==> src/rtl/wb_pkg.sv <==
// Shared types for the writeback port arbiter: result-select encoding and
// the buffered long-unit result entry.
package wb_pkg;

  typedef enum logic [1:0] {
    RES_ALU  = 2'b00,
    RES_MEM  = 2'b01,
    RES_PC4  = 2'b10,
    RES_LONG = 2'b11
  } result_sel_e;

  typedef struct packed {
    logic        live;
    logic [4:0]  rd;
    logic [31:0] data;
  } long_entry_t;

  localparam int REG_W = 5;
  localparam int XLEN  = 32;

  // One-hot register mask for a destination index.
  function automatic logic [XLEN-1:0] rd_onehot(input logic [REG_W-1:0] rd);
    return {{(XLEN-1){1'b0}}, 1'b1} << rd;
  endfunction

endpackage

==> src/rtl/wb_port_arbiter_if.sv <==
// Bus between the W stage / long unit / register file and the arbiter.
interface wb_port_arbiter_if;
  logic        iRegWriteW;
  logic [4:0]  iRdW;
  logic [1:0]  iResultSrcW;
  logic [31:0] iALUResultW;
  logic [31:0] iReadDataW;
  logic [31:0] iPCPlus4W;
  logic        iLongValid;
  logic [4:0]  iLongRd;
  logic [31:0] iLongData;
  logic        oLongReady;
  logic        oRegWrite;
  logic [4:0]  oRd;
  logic [31:0] oWData;
  logic [1:0]  oResultSel;
  logic        oStallReq;
  logic [31:0] oPendingMask;

  modport slave (
    input  iRegWriteW, iRdW, iResultSrcW, iALUResultW, iReadDataW, iPCPlus4W,
    input  iLongValid, iLongRd, iLongData,
    output oLongReady, oRegWrite, oRd, oWData, oResultSel, oStallReq, oPendingMask
  );

  modport master (
    output iRegWriteW, iRdW, iResultSrcW, iALUResultW, iReadDataW, iPCPlus4W,
    output iLongValid, iLongRd, iLongData,
    input  oLongReady, oRegWrite, oRd, oWData, oResultSel, oStallReq, oPendingMask
  );
endinterface

==> src/rtl/long_result_fifo.sv <==
// Small FIFO of long-unit results. Each entry carries a live bit that a
// younger pipeline write to the same rd clears, so stale results are
// dropped instead of overwriting newer architectural state.
module long_result_fifo
  import wb_pkg::*;
#(
  parameter int DEPTH = 2,
  localparam int PW   = $clog2(DEPTH)
) (
  input  logic          i_clk,
  input  logic          i_rst,
  input  logic          i_push,
  input  logic [4:0]    i_push_rd,
  input  logic [31:0]   i_push_data,
  input  logic          i_pop,
  input  logic          i_kill,
  input  logic [4:0]    i_kill_rd,
  output long_entry_t   o_head,
  output logic [PW:0]   o_count,
  output logic [31:0]   o_live_mask
);

  long_entry_t   r_mem [DEPTH];
  logic [PW-1:0] r_wr_ptr;
  logic [PW-1:0] r_rd_ptr;
  logic [PW:0]   r_count;

  // Storage, pointers and count; a same-cycle kill also hits the entry being pushed.
  always_ff @(posedge i_clk) begin
    if (i_rst) begin
      r_wr_ptr <= '0;
      r_rd_ptr <= '0;
      r_count  <= '0;
      for (int k = 0; k < DEPTH; k++) r_mem[k] <= '0;
    end else begin
      for (int k = 0; k < DEPTH; k++) begin
        if (i_push && PW'(k) == r_wr_ptr)
          r_mem[k] <= '{live: !(i_kill && i_kill_rd == i_push_rd),
                        rd: i_push_rd, data: i_push_data};
        else if (i_pop && PW'(k) == r_rd_ptr)
          r_mem[k].live <= 1'b0;
        else if (i_kill && r_mem[k].rd == i_kill_rd)
          r_mem[k].live <= 1'b0;
      end
      if (i_push) r_wr_ptr <= r_wr_ptr + 1'b1;
      if (i_pop)  r_rd_ptr <= r_rd_ptr + 1'b1;
      r_count <= r_count + (PW+1)'(i_push) - (PW+1)'(i_pop);
    end
  end

  // Pending-write mask: OR of one-hot rd over live entries; x0 never pending.
  always_comb begin
    o_live_mask = '0;
    for (int k = 0; k < DEPTH; k++)
      if (r_mem[k].live) o_live_mask = o_live_mask | rd_onehot(r_mem[k].rd);
    o_live_mask[0] = 1'b0;
  end

  assign o_head  = r_mem[r_rd_ptr];
  assign o_count = r_count;

endmodule

==> src/rtl/wb_port_arbiter.sv <==
// Writeback port arbiter: the in-order W stage owns the register-file write
// port; buffered long-unit results drain into idle W slots, and a head that
// waits too long forces a one-cycle W stall to guarantee forward progress.
module wb_port_arbiter
  import wb_pkg::*;
#(
  parameter int DEPTH        = 2,
  parameter int STARVE_LIMIT = 8
) (
  input  logic              iClk,
  input  logic              iRst,
  wb_port_arbiter_if.slave  bus
);

  localparam int PW = $clog2(DEPTH);
  localparam int CW = PW + 1;
  localparam int SW = $clog2(STARVE_LIMIT);

  long_entry_t  w_head;
  logic [CW-1:0] w_count;
  logic [31:0]  w_live_mask;
  logic         w_busy, w_empty, w_pop, w_long_grant, w_starved, w_push, w_long_ready;
  result_sel_e  w_sel;

  logic          r_stall;
  logic [SW-1:0] r_starve;

  assign w_busy       = bus.iRegWriteW && (bus.iRdW != 5'd0) && !r_stall;
  assign w_empty      = (w_count == '0);
  assign w_long_ready = (w_count < CW'(DEPTH));
  assign w_pop        = !w_busy && !w_empty;
  assign w_long_grant = w_pop && w_head.live;
  assign w_starved    = w_busy && !w_empty && w_head.live;
  // rd==0 results have no architectural effect, so they are never buffered.
  assign w_push       = bus.iLongValid && w_long_ready && (bus.iLongRd != 5'd0);

  long_result_fifo #(.DEPTH(DEPTH)) u_fifo (
    .i_clk       (iClk),
    .i_rst       (iRst),
    .i_push      (w_push),
    .i_push_rd   (bus.iLongRd),
    .i_push_data (bus.iLongData),
    .i_pop       (w_pop),
    .i_kill      (w_busy),
    .i_kill_rd   (bus.iRdW),
    .o_head      (w_head),
    .o_count     (w_count),
    .o_live_mask (w_live_mask)
  );

  // Grant and result mux: pipeline first, then a live FIFO head.
  always_comb begin
    bus.oRegWrite = 1'b0;
    bus.oRd       = '0;
    bus.oWData    = bus.iALUResultW;
    w_sel         = RES_ALU;
    if (w_busy) begin
      bus.oRegWrite = 1'b1;
      bus.oRd       = bus.iRdW;
      case (bus.iResultSrcW)
        2'b01:   begin w_sel = RES_MEM; bus.oWData = bus.iReadDataW; end
        2'b10:   begin w_sel = RES_PC4; bus.oWData = bus.iPCPlus4W;  end
        default: begin w_sel = RES_ALU; bus.oWData = bus.iALUResultW; end
      endcase
    end else if (w_long_grant) begin
      bus.oRegWrite = 1'b1;
      bus.oRd       = w_head.rd;
      bus.oWData    = w_head.data;
      w_sel         = RES_LONG;
    end
    if (iRst) bus.oRegWrite = 1'b0;
  end

  // Starvation counter; reaching the limit books a single stall cycle,
  // during which the head is guaranteed to pop so the stall cannot repeat.
  always_ff @(posedge iClk) begin
    if (iRst) begin
      r_starve <= '0;
      r_stall  <= 1'b0;
    end else begin
      r_stall <= 1'b0;
      if (w_empty || w_pop) begin
        r_starve <= '0;
      end else if (w_starved) begin
        if (r_starve == SW'(STARVE_LIMIT-1)) begin
          r_starve <= '0;
          r_stall  <= 1'b1;
        end else begin
          r_starve <= r_starve + 1'b1;
        end
      end
    end
  end

  assign bus.oResultSel   = w_sel;
  assign bus.oStallReq    = r_stall;
  assign bus.oLongReady   = w_long_ready;
  assign bus.oPendingMask = w_live_mask;

endmodule

==> src/flat_wrapper.sv <==
// flat-port wrapper written by rule: the top's interface ports become plain ports
module wb_port_arbiter_flat import wb_pkg::*;
#(
  parameter int DEPTH        = 2,
  parameter int STARVE_LIMIT = 8
)
  (iClk, iRst, bus_iRegWriteW, bus_iRdW, bus_iResultSrcW, bus_iALUResultW, bus_iReadDataW, bus_iPCPlus4W, bus_iLongValid, bus_iLongRd, bus_iLongData, bus_oLongReady, bus_oRegWrite, bus_oRd, bus_oWData, bus_oResultSel, bus_oStallReq, bus_oPendingMask);
  wb_port_arbiter_if bus_i ();
  input  logic iClk;
  input  logic iRst;
  input wire logic [$bits(bus_i.iRegWriteW)-1:0] bus_iRegWriteW;
  input wire logic [$bits(bus_i.iRdW)-1:0] bus_iRdW;
  input wire logic [$bits(bus_i.iResultSrcW)-1:0] bus_iResultSrcW;
  input wire logic [$bits(bus_i.iALUResultW)-1:0] bus_iALUResultW;
  input wire logic [$bits(bus_i.iReadDataW)-1:0] bus_iReadDataW;
  input wire logic [$bits(bus_i.iPCPlus4W)-1:0] bus_iPCPlus4W;
  input wire logic [$bits(bus_i.iLongValid)-1:0] bus_iLongValid;
  input wire logic [$bits(bus_i.iLongRd)-1:0] bus_iLongRd;
  input wire logic [$bits(bus_i.iLongData)-1:0] bus_iLongData;
  output wire logic [$bits(bus_i.oLongReady)-1:0] bus_oLongReady;
  output wire logic [$bits(bus_i.oRegWrite)-1:0] bus_oRegWrite;
  output wire logic [$bits(bus_i.oRd)-1:0] bus_oRd;
  output wire logic [$bits(bus_i.oWData)-1:0] bus_oWData;
  output wire logic [$bits(bus_i.oResultSel)-1:0] bus_oResultSel;
  output wire logic [$bits(bus_i.oStallReq)-1:0] bus_oStallReq;
  output wire logic [$bits(bus_i.oPendingMask)-1:0] bus_oPendingMask;
  assign bus_i.iRegWriteW = bus_iRegWriteW;
  assign bus_i.iRdW = bus_iRdW;
  assign bus_i.iResultSrcW = bus_iResultSrcW;
  assign bus_i.iALUResultW = bus_iALUResultW;
  assign bus_i.iReadDataW = bus_iReadDataW;
  assign bus_i.iPCPlus4W = bus_iPCPlus4W;
  assign bus_i.iLongValid = bus_iLongValid;
  assign bus_i.iLongRd = bus_iLongRd;
  assign bus_i.iLongData = bus_iLongData;
  assign bus_oLongReady = bus_i.oLongReady;
  assign bus_oRegWrite = bus_i.oRegWrite;
  assign bus_oRd = bus_i.oRd;
  assign bus_oWData = bus_i.oWData;
  assign bus_oResultSel = bus_i.oResultSel;
  assign bus_oStallReq = bus_i.oStallReq;
  assign bus_oPendingMask = bus_i.oPendingMask;
  wb_port_arbiter #(.DEPTH(DEPTH), .STARVE_LIMIT(STARVE_LIMIT)) u_core (.iClk(iClk), .iRst(iRst), .bus(bus_i));
endmodule
==> config.mk <==
export PLATFORM = sky130hd
export DESIGN_NAME = wb_port_arbiter_flat
export DESIGN_NICKNAME = d
export VERILOG_FILES = /design/src/rtl/wb_pkg.sv /design/src/rtl/wb_port_arbiter_if.sv /design/src/rtl/long_result_fifo.sv /design/src/rtl/wb_port_arbiter.sv /design/src/flat_wrapper.sv
export SDC_FILE = /design/constraint.sdc
export NUM_CORES = 1
export LEC_CHECK = 0
export ABC_AREA = 1
export BUFFER_PORTS_ARGS = -buffer_cell sky130_fd_sc_hd__buf_4
export CORE_UTILIZATION = 50
export DETAILED_ROUTE_END_ITERATION = 12
export PLACE_DENSITY_LB_ADDON = 0.08
export SLEW_MARGIN = 20
export SYNTH_ARGS = -nofsm -noshare
export SYNTH_HDL_FRONTEND = slang
export SYNTH_SLANG_ARGS = --single-unit
==> constraint.sdc <==
create_clock -name iClk -period 3.16 [get_ports iClk]
set_input_delay 0 -clock iClk [delete_from_list [all_inputs] [get_ports iClk]]
set_output_delay 0 -clock iClk [all_outputs]
set_load 0.1 [all_outputs]
Yosys cells after proc, flatten, opt, wreduce, memory -nomap -nowiden
Memories as Yosys holds them, arrays and structs flattened. A register that Yosys moved wholly into a read port is not among the register bits.
Cells that the tools add are included.
{"block": "op_classes", "addsub": 5, "shift": 2, "n_reduce_logical": 25, "n_eq_ne": 6, "bitwise": 10, "n_lt_le_gt_ge": 1, "mux": 49}
{"operator": "32-bit 2-to-1 mux", "count": 4}
{"operator": "38-bit 2-to-1 mux", "count": 2}
{"operator": "32-bit case mux with 2 select lines", "count": 1}
{"operator": "1-bit by 5-bit << shifter with 32-bit output, first input constant", "count": 2}
{"operator": "1-bit 2-to-1 mux", "count": 36}
{"operator": "32-bit bitwise OR", "count": 1}
{"operator": "5-bit == test", "count": 3}
{"operator": "1-bit logical AND", "count": 15}
{"operator": "5-bit 2-to-1 mux", "count": 2}
{"operator": "5-bit nonzero test", "count": 2}
{"operator": "1-bit bitwise OR", "count": 6}
{"operator": "1-bit zero test", "count": 4}
{"operator": "2-bit 2-to-1 mux", "count": 2}
{"operator": "2-bit case mux with 2 select lines", "count": 1}
{"operator": "3-bit by 1-bit adder with 3-bit output, second input constant", "count": 1}
{"operator": "3-bit == test, second input constant", "count": 1}
{"operator": "3-bit 2-to-1 mux", "count": 1}
{"operator": "1-bit NOT", "count": 3}
{"operator": "3-bit OR reduction", "count": 1}
{"operator": "1-bit adder, second input constant", "count": 2}
{"operator": "2-bit by 1-bit adder with 2-bit output", "count": 1}
{"operator": "2-bit by 1-bit == test with 1-bit output, second input constant", "count": 1}
{"operator": "2-bit == test, second input constant", "count": 1}
{"operator": "2-bit zero test", "count": 1}
{"operator": "other kinds (4)", "count": 4}
{"block": "totals", "n_memories": 1, "elab_cells": 104, "reg_bits": 8, "mem_bits_rw": 76}
{"memory": "u_core.u_fifo.r_mem", "words": 2, "width": 38, "read_ports": 3, "rd_ports_with_merged_regs": 1, "write_ports": 2, "line": "long_result_fifo.sv:23", "rtl": "long_entry_t r_mem [DEPTH];"}

Logic depth before layout (Yosys ltp)
{"block": "depth", "depth_word": 12, "ltp_mapped": 17, "mapped_depth_nobuf": 15}

Cells and area by module
From an unflattened synthesis, not the netlist that was laid out.
{"block": "hier_totals", "hier_cells": 794, "hier_area_um2": 6080.8}
{"module": "long_result_fifo", "area_per_inst_um2": 4150.2, "n_inst": 1, "cells_each": 426, "seq_area_each_um2": 2372.3}
{"module": "wb_port_arbiter", "area_per_inst_um2": 1930.6, "n_inst": 1, "cells_each": 368, "seq_area_each_um2": 80.1}

Worst setup path after synthesis
No wires, ideal clock.
{"block": "synth_timing", "kind": "reg2out", "from": "reg u_core.r_stall (netlist: u_core.bus.oStallReq)", "to": "out bus_oRd[0]", "arrival_time_ns": 3.116, "setup_slack_ns": 0.044, "n_path_buf": 1, "stages_incl_launch_ff": 8, "path_cell_list": "dfxtp_1 -> nor2_1 -> nand2_1 -> nand2_2 -> nor2_2 -> buf_4 -> inv_1 -> o22ai_1"}
{"block": "synth_between", "elab_chain_cells": 7}
{"element": "from (decl)", "line": "wb_port_arbiter.sv:25", "rtl": "logic r_stall;"}
{"element": "from (signal assigned)", "line": "wb_port_arbiter.sv:79", "rtl": "r_stall <= 1'b0;"}
{"element": "from (signal assigned)", "line": "wb_port_arbiter.sv:81", "rtl": "r_stall <= 1'b0;"}
{"element": "from (signal assigned)", "line": "wb_port_arbiter.sv:87", "rtl": "r_stall <= 1'b1;"}
{"element": "1-bit zero test *", "line": "wb_port_arbiter.sv:28", "rtl": "assign w_busy = bus.iRegWriteW && (bus.iRdW != 5'd0) && !r_stall;"}
{"element": "1-bit logical AND *", "line": "wb_port_arbiter.sv:28"}
{"element": "1-bit zero test", "line": "wb_port_arbiter.sv:31", "rtl": "assign w_pop = !w_busy && !w_empty;"}
{"element": "1-bit logical AND", "line": "wb_port_arbiter.sv:31"}
{"element": "1-bit logical AND", "line": "wb_port_arbiter.sv:32", "rtl": "assign w_long_grant = w_pop && w_head.live;"}
{"element": "5-bit 2-to-1 mux", "line": "wb_port_arbiter.sv:65", "rtl": "end else if (w_long_grant) begin"}
{"element": "5-bit 2-to-1 mux *", "line": "wb_port_arbiter.sv:57", "rtl": "if (w_busy) begin"}
{"element": "to (decl)", "line": "flat_wrapper.sv:22", "rtl": "output wire logic [$bits(bus_i.oRd)-1:0] bus_oRd;"}
Every way passes the cells marked *; elsewhere a longest branch is shown, timed or not.

==> results.tsv <==
metric	value	unit
rsz0062_at_grt	false	
postCtsSetupRepairBufs	0	
wl_per_cell	15.1	um
clk_latency	340	ps
clockBufferDepth	2	
arrival	2710	ps
r2r_cells	14	
synthTopCellsByCount	nand2_1, edfxtp_1, inv_1	
crit_path_end	bus_oRd[0]	
grt_usage	29.4	%
min_from	bus_iLongValid	
cts_tree	done	
worstSetupPathType	flip-flop to primary output	
r2r-end	u_core.u_fifo.r_mem[1][30]	
routed_wl	17600	um
portBuffers	216	
tritoncts.num_buffers	9	
synth_area	0.00579	sq mm
grt_start_max_net_pins	41	
synth_area_per_cell	7.25	sq um
place_congestion	0.932	
synthesis.nets	950	
synth-seq-cells	85	
worstSetupStartpointType	flip-flop	
cts-root-buf	clkbuf_16	
multi_input_area	0.00280	sq mm
dp_hpwl	12200	um
synth_cell_types	30	
die_h	110	um
powerDensity	618	mW/mm^2
critPathMaxFanout	21	
maxSlewViolCount	0	
critPathRequiredTime	3160	ps
ys.flop_type	edfxtp_1	
setup-tns-final	0	ps
ir_drop	0.486	mV
yosysSeqAreaShare	42.4	%
top_layer_used	met4	
p_clk_share	21.1	%
final_hold_viol_count	0	
first_iter_violations	409	
synth.largest_area_cell	edfxtp_1	
grt_pass1_vias	5755	
die_w	110	um
cts-htree-levels	3	
skew	7.33	ps
synth.most_common_cell	nand2_1	
cts_hold_buf	38	
fillers	871	
hp-class	primary input to flip-flop	
insertedDiodeCount	0	
drc	0	
ys_warn_count	0	
nets	1175	
dr_wl_met2	8590	um
min_period	2710	ps
overflow	0	
place_ws	656	ps
p_int	2.72	mW
p_seq_share	32.3	%
worst_slack	448	ps
max_freq	369	MHz
period_share	85.8	%
clk_pin_slew	60	ps
area_growth	40.2	%
power.leakage	4.03	nW
cts.sink_count	85	
core	0.0111	sq mm
combinationalPowerShare	46.6	%
start_util	52.2	%
cap_violations	0	
rrSetupSlack	660	ps
synthTopCellsByArea	edfxtp_1, nand2_1, a22o_1	
drtAntennaViolNets	0	
cp-end-kind	primary output	
dr_wl_met3	1310	um
antenna_found_initial	0	
setup-violations-final	0	
dr.pass1.iters	5	
pin_count	218	
worst_slew_pin_slew	971	ps
fin_cells	1168	
seq_area	0.00245	sq mm
wl_met1	7330	um
vias	6193	
avgViaCountPerCell	5.30	
die_area	0.0120	sq mm
power.switching	2.29	mW
synth_top_area_share	38.9	%
ys_async_sr_fraction	0	%
dp.cells	1114	
grt_pass1_wl	27200	um
r2r_start	u_core.u_fifo.o_count[1]	
max_slew_margin	35.0	%
drive_gt1_share	24.9	%
sw_frac_of_total	45.8	%
cts_resized	0	
synth-edff-count	75	
rows	38	
outcome	completed	
synthCells	798	
==> sequential cells by signal, summed over array words and instances, names as in the netlist, named ones only <==
register / count
u_core.u_fifo.r_mem: 76
u_core.r_starve: 3
u_core.u_fifo.o_count: 2
u_core.bus.oStallReq: 1
u_core.u_fifo.r_rd_ptr: 1
u_core.u_fifo.r_wr_ptr: 1
==> power groups by stage <==
| stage | Clock, mW | Sequential, mW | Combinational (mW) |
|---|---|---|---|
| finish | 1.06 | 1.62 | 2.34 |
| global placement | 0 | 1.63 | 2.27 |
| global route | 1.11 | 1.64 | 2.51 |
| floorplan | 0 | 1.58 | 1.75 |
| CTS | 1.06 | 1.62 | 2.33 |
| detailed placement | 0 | 1.64 | 2.29 |
==> layer usage <==
layer | global-route usage (%) | up-vias
li1 | - | 3096
met2 | 51.3 | 286
met1 | 36.3 | 2777
met5 | 0 | -
met3 | 5.28 | 34
met4 | 10.6 | 0
==> cell type report <==
class                   count  area share, %
well taps                 140           2.16
inverters                  78           3.61
clock buffers               9           2.78
clock inverters             7          0.910
multi-input cells         584           34.5
repair buffers            265           25.8
flip-flops and latches     85           30.2
==> logic make-up after synthesis <==
family | after synthesis | share of synthesized area, %
compound gates | 116 | 13.7
xor+xnor | 5 | 0.757
fa+ha+maj | 8 | 1.73
buf+inv | 129 | 9.45
flops | 85 | 42.4
other cells | 1 | 0.0648
simple gates | 454 | 31.9
==> worst max-delay path, stage by stage, from the launching register on <==
cell	delay (ps)
dfxtp_1	330
buf_4	260
nand2_1	110
o21ai_2	140
inv_1	120
nor2_4	460
inv_1	310
o22ai_1	280
buf_4	350
==> worst min-delay path by stage <==
| stage | end | depth (start not counted) | slack, ps |
|---|---|---|---|
| floorplan | u_core.u_fifo.o_count[0] | 1 | 70 |
| global placement | u_core.u_fifo.o_count[0] | 2 | 200 |
| detailed placement | u_core.u_fifo.o_count[0] | 2 | 200 |
| CTS | u_core.u_fifo.r_wr_ptr | 5 | 30 |
| global route | u_core.u_fifo.r_wr_ptr | 5 | 80 |
| finish | u_core.u_fifo.r_wr_ptr | 5 | 40 |
==> per-stage QoR <==
step                      utilization [%]  total power, mW  area (sq um)  hold slack [ps]
after floorplan                         -             3.33          5790             71.2
after global placement               67.1             3.90          7430              200
after detailed placement             67.1             3.92          7430              198
after CTS                            73.2             5.01          8110             32.9
after global routing                 73.2             5.27          8110             75.5
final                                73.2             5.01          8110             39.0
==> placed cells by master (no fill, tap or decap), types with 7 or more instances in the layout <==
cell,n
nand4_1,12
inv_1,70
edfxtp_1,75
nand2_1,346
o21ai_0,39
a22o_1,32
dfxtp_1,10
nor4_1,7
nand3_1,44
nor3_1,14
ha_1,8
o211ai_1,32
dlygate4sd3_1,38
o22ai_1,7
nor2_1,23
buf_4,226
clkbuf_16,9
No activity file was read; power rests on OpenSTA's default activity.
